### src/rtl/parity_check_rx.sv
// Serial receive-side parity checker: rebuilds an MSB-first data word,
// checks the trailing parity bit and counts parity errors.
module parity_check_rx #(
    parameter int DATA_W = 4,
    parameter bit ODD    = 1'b0,
    parameter int CNT_W  = 8
) (
    input  logic              clk,
    input  logic              reset,
    input  logic              in_valid,
    input  logic              in_bit,
    input  logic              in_abort,
    output logic              out_valid,
    output logic [DATA_W-1:0] out_data,
    output logic              parity_err,
    output logic [CNT_W-1:0]  err_cnt,
    output logic              busy
);

    localparam int BC_W = $clog2(DATA_W + 1);
    localparam logic [BC_W-1:0] LAST = BC_W'(DATA_W);

    typedef enum logic [1:0] {
        IDLE,
        DATA,
        PARITY
    } state_t;

    state_t            state, state_n;
    logic [DATA_W-1:0] sh, sh_n;
    logic [BC_W-1:0]   cnt, cnt_n;
    logic              x, x_n;
    logic              done;
    logic              chk;

    always_comb begin
        state_n = state;
        sh_n    = sh;
        cnt_n   = cnt;
        x_n     = x;
        done    = 1'b0;
        chk     = x ^ in_bit ^ ODD;
        if (in_abort) begin
            state_n = IDLE;
            sh_n    = '0;
            cnt_n   = '0;
            x_n     = 1'b0;
        end else if (in_valid) begin
            unique case (state)
                IDLE: begin
                    sh_n    = {sh[DATA_W-2:0], in_bit};
                    x_n     = in_bit;
                    cnt_n   = BC_W'(1);
                    state_n = DATA;
                end
                DATA: begin
                    sh_n  = {sh[DATA_W-2:0], in_bit};
                    x_n   = x ^ in_bit;
                    cnt_n = cnt + BC_W'(1);
                    if (cnt_n == LAST) state_n = PARITY;
                end
                PARITY: begin
                    done    = 1'b1;
                    cnt_n   = '0;
                    x_n     = 1'b0;
                    state_n = IDLE;
                end
                default: state_n = IDLE;
            endcase
        end
    end

    always_ff @(posedge clk) begin
        if (reset) begin
            state      <= IDLE;
            sh         <= '0;
            cnt        <= '0;
            x          <= 1'b0;
            out_valid  <= 1'b0;
            out_data   <= '0;
            parity_err <= 1'b0;
            err_cnt    <= '0;
            busy       <= 1'b0;
        end else begin
            state     <= state_n;
            sh        <= sh_n;
            cnt       <= cnt_n;
            x         <= x_n;
            out_valid <= done;
            busy      <= (state_n != IDLE);
            if (done) begin
                out_data   <= sh;
                parity_err <= chk;
                // saturate rather than wrap so a flood of errors stays visible
                if (chk && (err_cnt != '1)) err_cnt <= err_cnt + CNT_W'(1);
            end
        end
    end

endmodule

### config.mk
export PLATFORM = sky130hd
export DESIGN_NAME = parity_check_rx
export DESIGN_NICKNAME = d
export VERILOG_FILES = /design/src/rtl/parity_check_rx.sv
export SDC_FILE = /design/constraint.sdc
export NUM_CORES = 1
export LEC_CHECK = 0
export ABC_CLOCK_PERIOD_IN_PS = 2440
export BUFFER_PORTS_ARGS = -buffer_cell sky130_fd_sc_hd__buf_2
export CAP_MARGIN = 20
export CORE_MARGIN = 2
export CORE_UTILIZATION = 40
export CTS_BUF_LIST = sky130_fd_sc_hd__clkbuf_8
export DETAILED_ROUTE_END_ITERATION = 6
export GPL_ROUTABILITY_DRIVEN = 0
export HOLD_SLACK_MARGIN = 0.02
export PLACE_DENSITY = 0.67
export SYNTH_ARGS = -nofsm -noshare
export SYNTH_HDL_FRONTEND = slang
export SYNTH_SLANG_ARGS = --single-unit
### constraint.sdc
create_clock -name clk -period 2.44 [get_ports clk]
set_clock_uncertainty 0.2 [all_clocks]
set_input_delay 0.244 -clock clk [delete_from_list [all_inputs] [get_ports clk]]
set_output_delay 0.244 -clock clk [all_outputs]
set_load 0.01 [all_outputs]
; Word-level counts from Yosys, hierarchy flattened
; Index checks and enable logic that the tools add are counted.
[word_totals]
register_bits = 25
inputBits = 5
elab_cells = 34
[classes]
n_addsub = 2
eq_ne = 4
n_mux = 9
bitwise_logic = 1
n_reduce_logical = 9
[ops]
columns = cell, count
row1 = $pmux W3 S3, 1
row2 = $add A8 B1 Y8 const B, 1
row3 = $ne A8 B8 Y1 const B, 1
row4 = $mux W2, 3
row5 = $reduce_and A2 Y1, 3
row6 = $pmux W2 S2, 1
row7 = $reduce_or A2 Y1, 2
row8 = $add A3 B1 Y3 const B, 1
row9 = $eq A3 B3 Y1 const B, 1
row10 = $mux W1, 3
row11 = $pmux W1 S3, 1
row12 = $reduce_bool A3 Y1, 1
row13 = $eq A2 B1 Y1 const B, 1
row14 = $eq A2 B2 Y1 const B, 1
row15 = $logic_not A2 Y1, 1
row16 = $reduce_bool A2 Y1, 1
row17 = $logic_and A1 B1 Y1, 1
row18 = $xor A1 B1 Y1, 1

; Logic depth before layout (Yosys ltp)
[logic_depth]
word_depth = 7
mapped_depth = 7
ltp_nobuf = 6

; Worst setup path after synthesis
; Ideal clock, no wire load.
[synth_path]
path_type = reg2reg
start = reg err_cnt[0]
end = reg err_cnt[4]
setup_ns = 0.128
arrival_time_ns = 1.453
required_ns = 2.112
path_slack_ns = 0.660
stages_incl_launch_ff = 7
synth_period_minus_slack_ns = 1.780
path_cell_list = dfxtp_1 > ha_1 > clkbuf_1 > nand3_1 > a2111oi_2 > xnor2_1 > nor2_1
[synth_via]
elab_chain_len = 3
[synth_lines]
columns = item, line
row1 = from (decl), 16  ; output logic [CNT_W-1:0] err_cnt,
row2 = from (signal assigned), 95  ; if (chk && (err_cnt != '1)) err_cnt <= err_cnt + CNT_W'(1);
row3 = branches (longest 3 deep; another with $add A8 B1 Y8), -
; Several ways; the timed one is not identified.
; A chain may end at the register's enable or synchronous reset.

; Final worst setup path
[layout_path]
start = reg state[0]
end = reg err_cnt[5]
[layout_via]
elab_chain_len = 5
[layout_lines]
columns = item, line
row1 = from (decl), 29  ; state_t state, state_n;
row2 = from (signal assigned), 85  ; state <= state_n;
row3 = $eq A2 B2 Y1, 49  ; unique case (state)
row4 = $mux W1, 49
row5 = $mux W1, 48  ; end else if (in_valid) begin
row6 = $mux W1, 43  ; if (in_abort) begin
row7 = $reduce_and A2 Y1 (no line), -
; No other way between the ends.

==> summary.txt <==
Status
  • Status: completed

Logic synthesis
  • Syn_nets: 146
  • Unique masters post-synth: 34
  • Syn avg cell area: 8.65 µm²
  • Post-Syn Area: 1160 µm²
  • Synth area leaders: dfxtp_1 (43%), ha_1 (7.6%), a21oi_1 (5.6%)
  • Ys async rst share: 0%
  • Multiplexer share of the synthesized area: 5.18%
  • Xor and xnor fraction of the mapped netlist area: 3.02%
  • Register area share after synthesis: 43.2%
  • Synth Area in Simple Gates: 22.4%
  • Synthesis warning total: 0
  • Most common flop cell mapped by yosys: dfxtp_1
  • #FFs+latches synth: 25
  • Compound-Gate Fraction of Synth Area: 15.0%
  • Syn Inst Count: 134
  • Synth area leader: dfxtp_1
  • Largest family of logic cells by synthesized area: simple AND/OR/NAND/NOR gates
  • Yosys top cell area share: 43.2%
  • Number of flops mapped to enable cells by yosys: 0
  • Adder-cell share of the synthesized area: 7.56%

STA
  • Slew headroom: 68.5%
  • Max Clock Freq: 522 MHz
  • Worst-Margin Slew: 0.470 ns
  • Final setup violation count: 0
  • Final Hold Viols: 0
  • Tcrit/Tclk final: 78.5%
  • Setup TNS: 0 ns
  • Final worst path period need: 1.92 ns
  • Slew Limit Fails: 0
  • RSZ-0062 raised after global routing: no

GRT
  • Met3 usage: 2.23%
  • Grt peak-use layer: met2
  • First-pass GRT wire length: 3880 µm
  • Vias in the first global route: 890
  • Met2 usage: 23.7%
  • Total track usage: 14.6%
  • Met1 Use GR: 19.8%
  • Initial antenna violation count: 0
  • Largest net degree at the start of global routing: 15
  • Grt ovf: 0

Setup path
  • Worst setup EP type: register
  • Critical Path End: err_cnt[5]
  • Critical setup path kind: register to register
  • Levels on crit path: 6
  • Crit path max-delay family: simple AND/OR/NAND/NOR gates
  • Slowest stage delay, CP: 0.37 ns
  • CP Max Fanout: 7
  • RR Endpoint: err_cnt[5]
  • CP startpoint kind: register
  • Worst EP required: 2.44 ns
  • WP buf/inv: 1
  • Worst EP arrival: 1.91 ns
  • Critical path, cell by cell: inv_1 > ha_1 > and3b_1 > nand3_1 > or3_1 > a21oi_1
  • Flop2flop setup slack: 0.52 ns
  • Highest-delay cell along the critical path: or3_1
  • Worst r2r src: state[0]
  • Critical path startpoint: state[0]
  • R2r worst-path depth: 6

Detailed routing
  • Routed wire length: 2290 µm
  • DRC: 0
  • DR vias: 986
  • DR iter-0 viols: 24
  • Drt wl/cell: 12.5 µm
  • Vias/cell: 5.39
  • Pre-antenna DRT Iters: 4
  • Antenna Violating Nets Remaining: 0

Placement
  • Placed Instance Area: 1270 µm²
  • HPWL after detailed placement: 1710 µm
  • IO Port Bufs: 19

Clock network
  • Worst skew pair latency: 0.26 ns
  • Cts bufs inserted: 3
  • Root buf cell: clkbuf_8
  • # Post-CTS Setup Buffers: 0
  • Number of hold buffers added after CTS: 0
  • H-tree Lvls: 1
  • Post-CTS Resized: 0
  • CTS tree: built
  • Clock-pin slew on the worst setup and hold paths: 0.08 ns
  • Clock sink count: 25
  • Bufs on Longest Clock Path: 2

Floorplanning
  • I/O Pins: 20
  • Die Y-Extent: 57.8 µm
  • Die area: 3340 µm²
  • Starting Density: 42.0%
  • # rows: 19
  • Horiz. Die Dim: 57.8 µm
  • Core area: 2760 µm²

Power and ir drop
  • Peak VDD IR: 0.358 mV
  • PwrDens: 525 nW/µm²
  • Static Leak: 0.540 nW

Final layout
  • # diodes: 0
  • Final instance area: 1310 µm²
  • Most frequent cells in the layout: dfxtp_1 (25), buf_2 (19), nor2_1 (17)
  • Fin nets: 165
  • Commonest non-fill, non-tap cell in the layout: dfxtp_1
  • Layout Area Growth over Synthesis: 13.4%
  • Layout cell share with drive strength beyond 1: 17.8%

Flow run
  • Max_cap viols: 0

Min path
  • Worst Hold Class: primary input to register
  • Worst hold start: in_valid
  • Hold Path Cell Cnt: 3
## Yosys cell counts (2+ instances only)
| library cell | count |
|---|---|
| a211oi_1 | 2 |
| a21oi_1 | 13 |
| clkbuf_1 | 3 |
| dfxtp_1 | 25 |
| ha_1 | 7 |
| inv_1 | 5 |
| mux2i_1 | 6 |
| nand2_1 | 14 |
| nand3_1 | 5 |
| nor2_1 | 17 |
| nor3_1 | 5 |
| nor4_1 | 2 |
| o211ai_1 | 2 |
| o21ai_0 | 5 |
| or3_1 | 2 |
| xnor2_1 | 2 |
| xor2_1 | 2 |
## worst min-delay path by stage
stage / slack [ns] / to
6_report: 0.10 / out_valid
5_1_grt: 0.13 / err_cnt[4]
4_1_cts: 0.1 / out_valid
3_5_place_dp: 0.25 / out_data[3]
3_3_place_gp: 0.24 / cnt[2]
2_1_floorplan: 0.12 / err_cnt[2]
## stage by stage
stage / utilization, % / hold WS (ns) / worst slack (ns) / power, mW / std cells
2_1_floorplan: - / 0.116 / 0.660 / 0.453 / 134
3_3_place_gp: 46.0 / 0.238 / 0.639 / 0.463 / 179
3_5_place_dp: 46.0 / 0.249 / 0.544 / 0.464 / 179
4_1_cts: 47.6 / 0.0984 / 0.522 / 0.698 / 183
5_1_grt: 47.6 / 0.132 / 0.392 / 0.721 / 183
6_report: 47.6 / 0.102 / 0.524 / 0.690 / 183
## power by group
part	leakage [nW]	switching [mW]	internal, mW	total [mW]
logic	0.311	0.0255	0.0146	0.0401
clock network	0.0269	0.123	0.112	0.236
registers	0.202	0.00320	0.411	0.414
total	0.540	0.152	0.538	0.690
## final cells by class
type	count	area, µm²
clock buffer	3	41.3
clock inverter	1	3.75
fill	277	1440
inverter	5	18.8
multi-input combinational	99	616
sequential	25	500
tap	31	38.8
timing repair buffer	19	95.1
## cell families (layout without fill, tap and decap cells)
group | Yosys count | count (layout)
simple gates | 54 | 54
compound gates | 28 | 28
flops | 25 | 25
buf+inv | 10 | 28
fa+ha+maj | 7 | 7
mux | 6 | 6
xor+xnor | 4 | 4
## sequential cells by signal, summed over array words and instances (netlist names)
signal      cells
busy            1
out_data        4
state           2
parity_err      1
sh              4
cnt             3
err_cnt         8
x               1
out_valid       1
## metal layers
layer | share of wire (%) | vias up
li1 | - | 509
met1 | 50 | 450
met2 | 45 | 23
met3 | 3.2 | 4
met4 | 1.4 | 0
met5 | 0 | -
## worst register-to-register path, delay by kind of cell, from the launching register on
| family | cells | cell delay (ns) |
|---|---|---|
| buf+inv | 1 | 0.10 |
| simple gates | 3 | 0.83 |
| compound gates | 1 | 0.15 |
| flops | 1 | 0.36 |
| fa+ha+maj | 1 | 0.21 |
No activity file was read; power rests on OpenSTA's default activity.
